<file path="config.mk">
export PLATFORM = sky130hd
export DESIGN_NAME = frame_scheduler
export DESIGN_NICKNAME = d
export VERILOG_FILES = /design/src/rtl/piano_pkg.sv /design/src/rtl/frame_tick_gen.sv /design/src/rtl/frame_scheduler.sv
export SDC_FILE = /design/constraint.sdc
export NUM_CORES = 1
export LEC_CHECK = 0
export ABC_AREA = 0
export CAP_MARGIN = 20
export CORE_MARGIN = 10
export CORE_UTILIZATION = 52
export DETAILED_ROUTE_END_ITERATION = 8
export GPL_ROUTABILITY_DRIVEN = 0
export PLACE_DENSITY = 0.85
export SYNTH_ARGS = -nofsm -noshare
export SYNTH_HDL_FRONTEND = slang
export SYNTH_HIERARCHICAL = 1
export SYNTH_SLANG_ARGS = --single-unit
export TNS_END_PERCENT = 10
</file>
<file path="constraint.sdc">
create_clock -name clk -period 3.3 [get_ports clk]
set_input_delay 0.66 -clock clk [delete_from_list [all_inputs] [get_ports clk]]
set_output_delay 0.66 -clock clk [all_outputs]
set_load 0.1 [all_outputs]
</file>
<file path="src/rtl/piano_pkg.sv">
`default_nettype none
// ============================================================================
// Package  : piano_pkg
// Brief    : Shared types and defaults for the piano-tiles core (scheduler,
//            renderer and logic engine).
// Revision : 1.0 - initial release
// ============================================================================
package piano_pkg;

  // Tile rows handled per frame and the width of a row index.
  localparam int DEFAULT_NUM_ROWS = 5;
  localparam int DEFAULT_ROW_W    = 3;

  // Game sequencer states.
  typedef enum logic [3:0] {
    IDLE       = 4'd0,
    LOAD       = 4'd1,
    WAIT_TICK  = 4'd2,
    ERASE      = 4'd3,
    STEP       = 4'd4,
    WAIT_LOGIC = 4'd5,
    DRAW       = 4'd6,
    WON        = 4'd7,
    LOST       = 4'd8
  } state_t;

endpackage
`default_nettype wire

</file>
<file path="src/rtl/frame_tick_gen.sv">
`default_nettype none
// ============================================================================
// Module   : frame_tick_gen
// Brief    : Frame-rate divider. Counts 0..FRAME_CYCLES-1 while enabled and
//            flags the last count as the frame tick.
// Revision : 1.0 - initial release
// ============================================================================
module frame_tick_gen #(
  parameter int FRAME_CYCLES = 1666666,
  parameter int CNT_W        = 21
) (
  input  logic clk,
  input  logic resetn,
  input  logic enable,
  input  logic clear,
  output logic tick
);

  localparam logic [CNT_W-1:0] C_CNT_MAX = CNT_W'(FRAME_CYCLES - 1);

  logic [CNT_W-1:0] r_cnt;

  // Divider: clear wins over counting; wraps at the last count of a frame.
  always_ff @(posedge clk) begin
    if (!resetn) begin
      r_cnt <= '0;
    end else if (clear) begin
      r_cnt <= '0;
    end else if (enable) begin
      r_cnt <= (r_cnt == C_CNT_MAX) ? '0 : r_cnt + 1'b1;
    end
  end

  // Tick is suppressed whenever the divider is not enabled.
  assign tick = enable & (r_cnt == C_CNT_MAX);

endmodule
`default_nettype wire

</file>
<file path="src/rtl/frame_scheduler.sv">
`default_nettype none
// ============================================================================
// Module   : frame_scheduler
// Brief    : Piano-tiles game sequencer. Per frame: erase all rows, step the
//            logic engine, then draw all rows. Holds won/lost until restart.
// Revision : 1.0 - initial release
// ============================================================================
module frame_scheduler
  import piano_pkg::*;
#(
  parameter int FRAME_CYCLES  = 1666666,
  parameter int CNT_W         = 21,
  parameter int NUM_ROWS      = DEFAULT_NUM_ROWS,
  parameter int ROW_W         = DEFAULT_ROW_W,
  parameter int LOGIC_TIMEOUT = 64
) (
  input  logic             clk,
  input  logic             resetn,
  input  logic             start,
  input  logic             logic_done,
  input  logic             won,
  input  logic             lost,
  input  logic             draw_ack,
  output logic             load_song,
  output logic             logic_step,
  output logic             draw_req,
  output logic [ROW_W-1:0] draw_row,
  output logic             erase,
  output logic             game_over,
  output logic             game_won,
  output logic [15:0]      frame_count,
  output logic             overrun
);

  localparam int               TO_W       = $clog2(LOGIC_TIMEOUT);
  localparam logic [ROW_W-1:0] C_LAST_ROW = ROW_W'(NUM_ROWS - 1);
  localparam logic [TO_W-1:0]  C_TO_LAST  = TO_W'(LOGIC_TIMEOUT - 1);

  state_t           r_state;
  state_t           w_next;
  logic             r_start_q;
  logic             w_start_rise;
  logic             w_tick;
  logic [ROW_W-1:0] w_row_next;
  logic [TO_W-1:0]  r_to_cnt;
  logic [TO_W-1:0]  w_to_next;
  logic [TO_W-1:0]  w_to_inc;
  logic             w_frame_done;
  logic             w_xfer;

  assign w_start_rise = start & ~r_start_q;
  assign w_xfer       = draw_req & draw_ack;
  assign w_to_inc     = r_to_cnt + 1'b1;

  frame_tick_gen #(
    .FRAME_CYCLES (FRAME_CYCLES),
    .CNT_W        (CNT_W)
  ) u_tick_gen (
    .clk    (clk),
    .resetn (resetn),
    .enable (r_state != IDLE),
    .clear  (w_next == LOAD),
    .tick   (w_tick)
  );

  // Next-state, row and wait-counter decisions.
  always_comb begin
    w_next       = r_state;
    w_row_next   = draw_row;
    w_to_next    = r_to_cnt;
    w_frame_done = 1'b0;
    case (r_state)
      IDLE:      if (w_start_rise) w_next = LOAD;
      LOAD:      w_next = WAIT_TICK;
      WAIT_TICK: begin
        if (w_tick) begin
          w_next     = ERASE;
          w_row_next = '0;
        end
      end
      ERASE: begin
        if (w_xfer) begin
          if (draw_row == C_LAST_ROW) w_next = STEP;
          else                        w_row_next = draw_row + 1'b1;
        end
      end
      STEP: begin
        w_to_next = '0;
        w_next    = WAIT_LOGIC;
      end
      WAIT_LOGIC: begin
        // An answer from the engine beats the give-up counter in the same cycle.
        if (logic_done) begin
          if (lost)     w_next = LOST;
          else if (won) w_next = WON;
          else begin
            w_next     = DRAW;
            w_row_next = '0;
          end
        end else if (w_to_inc == C_TO_LAST) begin
          w_next = LOST;
        end else begin
          w_to_next = w_to_inc;
        end
      end
      DRAW: begin
        if (w_xfer) begin
          if (draw_row == C_LAST_ROW) begin
            w_next       = WAIT_TICK;
            w_frame_done = 1'b1;
          end else begin
            w_row_next = draw_row + 1'b1;
          end
        end
      end
      WON, LOST: if (w_start_rise) w_next = LOAD;
      default:   w_next = IDLE;
    endcase
  end

  // State, counters and outputs; outputs are registered from the next state.
  always_ff @(posedge clk) begin
    if (!resetn) begin
      r_state     <= IDLE;
      r_start_q   <= 1'b0;
      r_to_cnt    <= '0;
      load_song   <= 1'b0;
      logic_step  <= 1'b0;
      draw_req    <= 1'b0;
      draw_row    <= '0;
      erase       <= 1'b0;
      game_over   <= 1'b0;
      game_won    <= 1'b0;
      frame_count <= '0;
      overrun     <= 1'b0;
    end else begin
      r_state    <= w_next;
      r_start_q  <= start;
      r_to_cnt   <= w_to_next;
      draw_row   <= w_row_next;
      load_song  <= (w_next == LOAD);
      logic_step <= (w_next == STEP);
      draw_req   <= (w_next == ERASE) || (w_next == DRAW);
      erase      <= (w_next == ERASE);
      game_over  <= (w_next == WON) || (w_next == LOST);
      game_won   <= (w_next == WON);
      if (w_next == LOAD) begin
        frame_count <= '0;
        overrun     <= 1'b0;
      end else begin
        if (w_frame_done && (frame_count != 16'hFFFF)) frame_count <= frame_count + 16'd1;
        // A tick that finds the sequencer busy is dropped but remembered.
        if (w_tick && (r_state != WAIT_TICK)) overrun <= 1'b1;
      end
    end
  end

endmodule
`default_nettype wire

</file>
==> results.py, run 1 <==
metrics = {
    "floorplan": {
        "initial_core_util_pct": 54.6,
        "rows": 27,
        "die-area_mm2": 0.00936,
        "core-area_mm2": 0.00561,
        "die_w_um": 96.8,
        "ios": 33,
        "die_h_um": 96.8,
    },
    "clocking": {
        "cts_root_buf": "clkbuf_8",
        "ctsHoldBuffers": 0,
        "post-cts-setup-buffers": 1,
        "clkSinkCount": 58,
        "clkTransAtPathRegs_ps": 60,
        "cts_buffer_depth": 2,
        "tritoncts": "built",
        "htreeDepth": 3,
        "ctsResizeCount": 0,
        "clk_latency_ps": 330,
        "numCtsBuffers": 9,
    },
    "detailed_routing": {
        "postRouteAntennaNets": 0,
        "routedWlPerCell_um": 14.8,
        "vias": 2801,
        "avgViaCountPerCell": 5.84,
        "drt_first_pass_iters": 4,
        "initialDrtViolationCount": 211,
        "drc_errors": 0,
        "routed_wl_mm": 7.11,
    },
    "outcome": {
        "status": "complete, no violations",
    },
    "synthesis": {
        "synth_simple_gate_area_share_pct": 33.0,
        "synthAdderAreaFrac_pct": 2.86,
        "synth-seq-area-share_pct": 37.9,
        "synth_top_family_by_area": "simple AND/OR/NAND/NOR gates",
        "netlist_instances": 362,
        "synthFlopType": "dfxtp_1",
        "synth_area_mm2": 0.00306,
        "synthMuxAreaShare_pct": 1.31,
        "async_flop_share_pct": 0,
        "ys_ff_latch": 58,
        "synth.distinct_cells": 56,
        "synth-warning-count": 6,
        "syn_nets": 376,
        "synth_compound_area_share_pct": 12.7,
        "synth_xor_area_share_pct": 8.01,
        "synth_edf_count": 0,
        "syn_area_per_cell_um2": 8.46,
    },
    "global_route": {
        "grt.total_usage_pct": 14.8,
        "grt_pass1_wl_mm": 12.2,
        "grt_pass1_vias": 2729,
        "met3_usage_pct": 4.90,
        "antenna_found_initial": 0,
        "use_met1_pct": 17.4,
        "gr-usage-met2_pct": 24.3,
        "grt_max_degree": 27,
        "grt_busiest_layer": "met2",
        "grt_overflow": 0,
    },
    "critical_path": {
        "path_cells": "nor4b_1, nand4_1, nor3_1, nand3b_1, a211o_1, and3_1, nor4_4, inv_1, o311ai_2, buf_4, nor2_1",
        "r2r_start": "u_tick_gen/r_cnt[7]$_SDFFE_PP0P_",
        "setup.worst_path.class": "reg -> reg",
        "path_buf_inv": 2,
        "critPathSlowestCell": "dfxtp_1",
        "required_ps": 3510,
        "crit_arrival_ps": 3010,
        "rrSetupSlack_ps": 500,
        "end_kind": "flop",
        "max_stage_delay_ps": 350,
        "critPathLaunch": "u_tick_gen/r_cnt[7]$_SDFFE_PP0P_",
        "startpoint_type": "flop",
        "reg2reg_depth": 11,
        "reg2reg_to": "u_tick_gen/r_cnt[8]$_SDFFE_PP0P_",
        "cp_top_family": "simple AND/OR/NAND/NOR gates",
        "cp_max_fo": 18,
    },
    "timing": {
        "min_period_ps": 2800,
        "fin_hold_ws_ps": 483,
        "min_period_over_period_pct": 84.7,
        "finalClockSkew_ps": 5.73,
        "slew_viol_final": 0,
        "max_slew_margin_pct": 52.5,
        "finalSetupViolCount": 0,
        "timing.final.hold_violations": 0,
        "fmax_ghz": 0.358,
        "tightest_slew_ps": 705,
        "fin_tns_setup_ps": 0,
        "rsz0062_at_grt": "no",
    },
    "power": {
        "leakage_nw": 1.30,
        "vdd_drop_max_mv": 0.262,
        "cellPowerDensity_mw_per_mm2": 406,
        "finalPower_mw": 1.48,
    },
    "cells_and_area": {
        "layout_commonest_cell": "dfxtp_1",
        "layout-drive-gt1-share_pct": 18.1,
        "syn_to_final_growth_pct": 18.9,
        "fin_nets": 419,
        "post-route-util_pct": 64.9,
        "layout_common_cells": "dfxtp_1 (58), buf_4 (42), nor3_1 (30)",
        "antenna_cells": 0,
    },
    "placement": {
        "io_buffers": 32,
        "dpl.hpwl_mm": 5.24,
    },
    "hold_path": {
        "hold_class": "reg -> reg",
        "holdPathEnd": "u_tick_gen/r_cnt[20]$_SDFFE_PP0P_",
        "holdPathStages": 2,
        "hold_start": "u_tick_gen/r_cnt[20]$_SDFFE_PP0P_",
    },
    "run": {
        "maxCapViolCount": 0,
    },
}
==> final cells by class <==
| class | count | area [um^2] |
|---|---|---|
| clock buffer | 11 | 151 |
| clock inverter | 3 | 40.0 |
| fill | 491 | 1970 |
| inverter | 12 | 45.0 |
| multi-input combinational | 276 | 1780 |
| sequential | 58 | 1160 |
| tap | 72 | 90.1 |
| timing repair buffer | 48 | 375 |
==> how the worst max path moves through the flow <==
stage                                                   end  slack [ps]  cells past startpoint
after floorplan           u_tick_gen/r_cnt[11]$_SDFFE_PP0P_         230                     11
after global placement     u_tick_gen/r_cnt[5]$_SDFFE_PP0P_          50                      9
after detailed placement   u_tick_gen/r_cnt[8]$_SDFFE_PP0P_         -60                      9
after CTS                  u_tick_gen/r_cnt[8]$_SDFFE_PP0P_         520                     11
after global routing       u_tick_gen/r_cnt[8]$_SDFFE_PP0P_         230                     11
final                      u_tick_gen/r_cnt[8]$_SDFFE_PP0P_         500                     11
==> synth_stat cells (5+ instances only) <==
cell type   n  area share [%]
xor2_1      7             2.0
nand2_1    25             3.1
xnor2_1    21             6.0
ha_1        7             2.9
inv_1      11             1.3
clkbuf_1    9             1.1
nand4_1    15             3.1
dfxtp_1    58              38
a21oi_1    15             2.5
nand3_1    18             2.9
nor3_1     30             4.9
nand2b_1    8             1.6
o31ai_1     6             1.5
nor2_1     29             3.6
or3_1       5             1.0
and3_1      7             1.4
nor4_1      5             1.0
o21ai_0     9             1.5
==> kinds of logic (layout without fill, tap and decap cells) <==
kind of cell / Yosys count / after routing
multiplexers: 4 / 4
AO/OA/AOI/OAI: 58 / 58
AND/OR/NAND/NOR: 179 / 179
flip-flops: 58 / 58
XOR/XNOR: 28 / 28
adder cells (fa/ha/maj): 7 / 7
buffers and inverters: 28 / 74
==> layer usage <==
metal	routed length (um)	share of wire [%]	vias up
li1	-	-	1414
met1	3230	45	1295
met2	3390	48	83
met3	416	5.8	9
met4	74	1.0	0
met5	0	0	-
==> through the flow <==
stage,setup WS (ps),std cells,instance area [um^2]
after floorplan,233,362,3060
after global placement,46.3,465,3440
after detailed placement,-57.2,465,3440
after CTS,517,480,3640
after global routing,226,480,3640
final,504,480,3640
==> flip-flops by register name (all words and copies together), names as in the netlist <==
name and cells:
u_tick_gen/r_cnt 21, frame_count 16, r_to_cnt 6, r_state 4, draw_row 3, draw_req 1, erase 1, game_over 1
game_won 1, load_song 1, logic_step 1, overrun 1, r_start_q 1
==> worst register-to-register path, stage by stage (launching register included) <==
cell,delay (ps)
dfxtp_1,350
nor4b_1,290
nand4_1,210
nor3_1,330
nand3b_1,110
a211o_1,290
and3_1,220
nor4_4,280
inv_1,90
o311ai_2,110
buf_4,320
nor2_1,80
==> where the power goes <==
part	switching [mW]	internal [mW]	leakage [nW]
logic	0.0792	0.0450	0.728
clock network	0.264	0.379	0.101
registers	0.00368	0.707	0.468
total	0.347	1.13	1.30
(Power assumes the default switching activity.)
==> run 2, diff against run 1 <==
--- a/config.mk
+++ b/config.mk
@@ -8,10 +8,10 @@
 export ABC_AREA = 0
 export CAP_MARGIN = 20
 export CORE_MARGIN = 10
-export CORE_UTILIZATION = 52
+export CORE_UTILIZATION = 51
 export DETAILED_ROUTE_END_ITERATION = 8
 export GPL_ROUTABILITY_DRIVEN = 0
-export PLACE_DENSITY = 0.85
+export PLACE_DENSITY = 0.87
 export SYNTH_ARGS = -nofsm -noshare
 export SYNTH_HDL_FRONTEND = slang
 export SYNTH_HIERARCHICAL = 1
==> constraint.sdc (replaced) <==
create_clock -name clk -period 2.5 [get_ports clk]
set_input_delay 0.5 -clock clk [delete_from_list [all_inputs] [get_ports clk]]
set_output_delay 0.5 -clock clk [all_outputs]
set_load 0.1 [all_outputs]
==> run 2 against run 1 <==
Sequential power up 32%. Largest power group is now the clock network. Cell count grew 5.2%. Combinational power is 56% higher. Maximum frequency increased by 17%. Critical path type unchanged. Worst hold slack improved by 3.1 ps. Core utilization increased by 2.0 points. Flip-flop and latch count is the same.
==> results.py, run 2 (synthesis gave the netlist of run 1 again) <==
metrics = {
    "timing": {
        "fmax_ghz": 0.418,
        "timing.final.hold_violations": 0,
        "slew_viol_final": 0,
        "fin_hold_ws_ps": 486,
        "finalWorstSetupSlack_ps": 109,
        "tightest_slew_ps": 557,
        "finalClockSkew_ps": 8.06,
        "finalSetupViolCount": 0,
        "max_slew_margin_pct": 62.5,
        "min_period_over_period_pct": 95.6,
        "min_period_ps": 2390,
    },
    "cells_and_area": {
        "largest_reg_flops": 21,
        "antenna_cells": 0,
        "layout-drive-gt1-share_pct": 26.5,
        "syn_to_final_growth_pct": 28.7,
        "layout_commonest_cell": "buf_4",
        "regMostFlops": "u_tick_gen/r_cnt",
        "layout.cells.non_filler": 505,
        "design_area_mm2": 0.00394,
        "fin_nets": 439,
        "layout_common_cells": "buf_4 (59), dfxtp_1 (49), nor2_1 (29), nor3_1 (29), nand2_1 (25)",
        "top_regs": "u_tick_gen/r_cnt (21), frame_count (16), r_to_cnt (6)",
    },
    "placement": {
        "placedCellCount": 487,
        "dpl.hpwl_mm": 5.48,
        "io_buffers": 32,
        "placed_area_mm2": 0.00363,
        "post-place-ws_ps": -69.2,
    },
    "power": {
        "cellPowerDensity_mw_per_mm2": 555,
        "finalPower_mw": 2.19,
        "leakage_nw": 1.45,
        "vdd_drop_max_mv": 0.636,
    },
    "critical_path": {
        "rrSetupSlack_ps": 110,
        "end_kind": "flop",
        "cp_max_fo": 5,
        "cp_top_family": "simple AND/OR/NAND/NOR gates",
        "reg2reg_depth": 13,
        "r2r_start": "u_tick_gen/r_cnt[1]$_SDFFE_PP0P_",
        "max_stage_delay_ps": 320,
        "critPathLaunch": "u_tick_gen/r_cnt[1]$_SDFFE_PP0P_",
        "startpoint_type": "flop",
        "required_ps": 2720,
        "crit_arrival_ps": 2620,
        "path_cells": "inv_2, ha_4, and3b_1, nand4_1, nor3_2, nand3b_1, a211o_1, and3_4, nor4_4, inv_4, o311ai_4, buf_6, a21oi_1",
        "reg2reg_to": "u_tick_gen/r_cnt[13]$_SDFFE_PP0P_",
        "setup.worst_path.class": "reg -> reg",
        "critPathSlowestCell": "dfxtp_2",
        "path_buf_inv": 3,
    },
    "floorplan": {
        "die_h_um": 97.5,
        "rows": 28,
        "ios": 33,
        "initial_core_util_pct": 52.0,
        "die_w_um": 97.5,
        "core-area_mm2": 0.00589,
        "die-area_mm2": 0.00951,
    },
    "detailed_routing": {
        "routed_wl_mm": 7.87,
        "routedWlPerCell_um": 15.6,
        "drc_errors": 0,
        "initialDrtViolationCount": 137,
        "avgViaCountPerCell": 5.90,
        "highest_layer": "met4",
        "drt_first_pass_iters": 4,
        "postRouteAntennaNets": 0,
        "m1WireLength_mm": 3.40,
        "wl_met2_mm": 3.94,
        "vias": 2979,
        "dr_wl_met3_um": 395,
    },
    "hold_path": {
        "hold_class": "reg -> reg",
        "holdPathStages": 2,
        "hold_start": "u_tick_gen/r_cnt[20]$_SDFFE_PP0P_",
        "holdPathEnd": "u_tick_gen/r_cnt[20]$_SDFFE_PP0P_",
    },
    "run": {
        "maxCapViolCount": 0,
    },
    "global_route": {
        "grt_overflow": 0,
        "grt_max_degree": 27,
        "grt.total_usage_pct": 16.3,
        "grt_pass1_vias": 2739,
        "grt_pass1_wl_mm": 13.1,
        "antenna_found_initial": 0,
    },
    "clocking": {
        "cts_root_buf": "clkbuf_8",
        "htreeDepth": 3,
        "numCtsBuffers": 9,
        "cts_buffer_depth": 2,
        "clkSinkCount": 58,
        "clk_latency_ps": 340,
        "clkTransAtPathRegs_ps": 70,
        "tritoncts": "built",
        "ctsHoldBuffers": 0,
    },
    "outcome": {
        "status": "complete, no violations",
    },
}
[run 2: layout make-up]
class / instances / area, um^2
fill: 469 / 1940
multi-input combinational: 276 / 1840
sequential: 58 / 1170
timing repair buffer: 68 / 546
clock buffer: 9 / 124
clock inverter: 7 / 116
tap: 75 / 93.8
inverter: 12 / 47.5
[run 2: layer usage]
layer  GRT usage (%)  vias up
li1                -     1453
met5               0        -
met4            5.26        0
met2            26.5       82
met1            19.7     1432
met3            5.33       12
[run 2: worst max-delay path by stage]
stage | to | slack, ps | cells after the start
2_1_floorplan | u_tick_gen/r_cnt[16]$_SDFFE_PP0P_ | -270 | 15
3_3_place_gp | u_tick_gen/r_cnt[18]$_SDFFE_PP0P_ | 10 | 11
3_5_place_dp | u_tick_gen/r_cnt[15]$_SDFFE_PP0P_ | -70 | 11
4_1_cts | u_tick_gen/r_cnt[15]$_SDFFE_PP0P_ | 10 | 13
5_1_grt | frame_count[1]$_SDFFE_PP0P_ | -30 | 9
6_report | u_tick_gen/r_cnt[13]$_SDFFE_PP0P_ | 110 | 13
[run 2: metrics by stage]
step	utilization, %	setup TNS, ps
floorplan	-	-5490
global placement	61.6	0
detailed placement	61.6	-585
CTS	65.9	0
global route	67.0	-439
finish	67.0	0
[run 2: timing repair]
action / in CTS / in global routing
buffers inserted: 0 / 1
gates cloned: 0 / 1
pin swaps: 0 / 8
gates resized for setup: 2 / 15
endpoints found under the setup margin: 19 / 38
[run 2: worst reg2reg max path: stages, from the launching register on]
cell	delay [ps]
dfxtp_2	320
inv_2	60
ha_4	120
and3b_1	150
nand4_1	140
nor3_2	240
nand3b_1	110
a211o_1	310
and3_4	190
nor4_4	240
inv_4	50
o311ai_4	110
buf_6	190
a21oi_1	50
[run 2: power by group]
group          switching [mW]  total [mW]  leakage (nW)  internal, mW
Sequential            0.00590       0.940         0.472         0.934
Combinational           0.113       0.193         0.859        0.0799
Clock                   0.393        1.05         0.120         0.661
Total                   0.512        2.19          1.45          1.68
==> run 3, diff against run 2 <==
--- a/config.mk
+++ b/config.mk
@@ -11,7 +11,8 @@
 export CORE_UTILIZATION = 51
 export DETAILED_ROUTE_END_ITERATION = 8
 export GPL_ROUTABILITY_DRIVEN = 0
-export PLACE_DENSITY = 0.87
+export HOLD_SLACK_MARGIN = 0.12
+export PLACE_DENSITY = 0.76
 export SYNTH_ARGS = -nofsm -noshare
 export SYNTH_HDL_FRONTEND = slang
 export SYNTH_HIERARCHICAL = 1
==> run 3 against run 2 <==
Total power decreased by 9.7%. Sequential share of layout area is 0.55 points higher. Clock-buffer cell count increased by 1. Register-to-register slack improved by 50 ps.
==> results.py, run 3 (synthesis gave the netlist of run 1 again) <==
metrics = {
    "critical_path": {
        "required_ps": 2780,
        "startpoint_type": "flop",
        "setup.worst_path.class": "reg -> reg",
        "cp_max_fo": 10,
        "end_kind": "flop",
        "crit_arrival_ps": 2630,
    },
    "floorplan": {
        "initial_core_util_pct": 52.0,
        "die_h_um": 97.5,
        "ios": 33,
        "die-area_mm2": 0.00951,
        "die_w_um": 97.5,
        "rows": 28,
        "core-area_mm2": 0.00589,
    },
    "detailed_routing": {
        "routed_wl_mm": 7.50,
        "routedWlPerCell_um": 14.8,
        "initialDrtViolationCount": 182,
        "drt_first_pass_iters": 4,
        "postRouteAntennaNets": 0,
        "drc_errors": 0,
        "vias": 2863,
        "avgViaCountPerCell": 5.67,
    },
    "global_route": {
        "grt_max_degree": 27,
        "antenna_found_initial": 0,
        "grt_pass1_vias": 2779,
        "grt_pass1_wl_mm": 12.6,
        "grt_overflow": 0,
        "grt.total_usage_pct": 15.4,
    },
    "placement": {
        "io_buffers": 32,
        "dpl.hpwl_mm": 5.37,
        "placedCellCount": 490,
    },
    "timing": {
        "timing.final.hold_violations": 0,
        "max_slew_margin_pct": 55.6,
        "rsz0062_at_grt": "no",
        "min_period_ps": 2350,
        "slew_viol_final": 0,
        "fmax_ghz": 0.426,
        "tightest_slew_ps": 660,
        "finalClockSkew_ps": 10.5,
        "min_period_over_period_pct": 93.8,
        "finalSetupViolCount": 0,
    },
    "outcome": {
        "status": "complete, no violations",
    },
    "cells_and_area": {
        "layout-drive-gt1-share_pct": 24.2,
        "fin_nets": 440,
        "antenna_cells": 0,
        "layout.cells.non_filler": 505,
        "syn_to_final_growth_pct": 25.8,
        "post-route-util_pct": 65.5,
        "layout_common_cells": "buf_4 (61), dfxtp_1 (53), nor2_1 (29), nor3_1 (29), nand2_1 (25)",
        "regMostFlops": "u_tick_gen/r_cnt",
        "layout_commonest_cell": "buf_4",
        "largest_reg_flops": 21,
        "top_regs": "u_tick_gen/r_cnt (21), frame_count (16), r_to_cnt (6)",
    },
    "clocking": {
        "tritoncts": "built",
        "ctsHoldBuffers": 0,
        "htreeDepth": 3,
        "clkTransAtPathRegs_ps": 70,
        "clk_latency_ps": 350,
        "numCtsBuffers": 9,
        "post-cts-setup-buffers": 0,
        "clkSinkCount": 58,
        "cts_buffer_depth": 2,
        "cts_root_buf": "clkbuf_8",
        "ctsResizeCount": 0,
    },
    "power": {
        "cellPowerDensity_mw_per_mm2": 512,
        "vdd_drop_max_mv": 0.381,
        "leakage_nw": 1.42,
    },
    "hold_path": {
        "hold_class": "reg -> reg",
    },
    "run": {
        "maxCapViolCount": 0,
    },
}
==> run 3: cell types whose count changed in the layout (fill, tap and decap cells not counted), moves of 2 or more <==
cell	previous run	this run
buf_4	59	61
bufinv_16	3	1
dfxtp_1	49	53
dfxtp_2	9	5
==> run 3: path summary, 6_finish.rpt <==
path / from / slack [ps] / end / cells past startpoint
worst max register to register: r_state[2]$_SDFF_PN0_ / 150 / u_tick_gen/r_cnt[17]$_SDFFE_PP0P_ / 7
worst min register to register: u_tick_gen/r_cnt[20]$_SDFFE_PP0P_ / 480 / u_tick_gen/r_cnt[20]$_SDFFE_PP0P_ / 2
worst max-delay path: r_state[2]$_SDFF_PN0_ / 150 / u_tick_gen/r_cnt[17]$_SDFFE_PP0P_ / 7
worst min-delay path: u_tick_gen/r_cnt[20]$_SDFFE_PP0P_ / 480 / u_tick_gen/r_cnt[20]$_SDFFE_PP0P_ / 2
==> run 3: area by class of cell <==
class                   count  area (um^2)
clock buffers              10          138
clock inverters             5         55.1
fillers                   497         2030
inverters                  12         47.5
multi-input cells         276         1800
flip-flops and latches     58         1170
well taps                  75         93.8
repair buffers             69          549
==> run 3: per-layer routing <==
metal	global-route usage (%)	up-vias	routed length [um]
li1	-	1455	-
met1	18.7	1343	3570
met2	24.7	53	3440
met3	3.49	12	327
met4	8.17	0	167
met5	0	-	0
==> run 3: where the power goes <==
group / switching [mW] / leakage [nW] / internal [mW]
registers: 0.00430 / 0.470 / 0.934
logic: 0.109 / 0.859 / 0.0761
clock network: 0.375 / 0.0941 / 0.477
==> run 3: worst max-delay path, cell delays in order (launching register included) <==
cell and delay, ps:
dfxtp_2 340, or3_1 140, or2_4 140, buf_4 140, nand3_2 100, or4_1 700, or4_4 580, a21oi_2 130
==> run 3: per-stage QoR <==
stage | instance area (um^2) | hold WS [ps] | TNS (ps) | setup WS [ps] | power (mW)
6_report | 3850 | 482 | 0 | 155 | 1.97
5_1_grt | 3850 | 513 | 0 | 68.7 | 2.04
4_1_cts | 3840 | 482 | 0 | 45.3 | 1.99
3_5_place_dp | 3650 | 473 | 0 | 12.4 | 1.14
3_3_place_gp | 3650 | 460 | 0 | 42.7 | 1.14
2_1_floorplan | 3140 | 445 | -5490 | -273 | 1.08
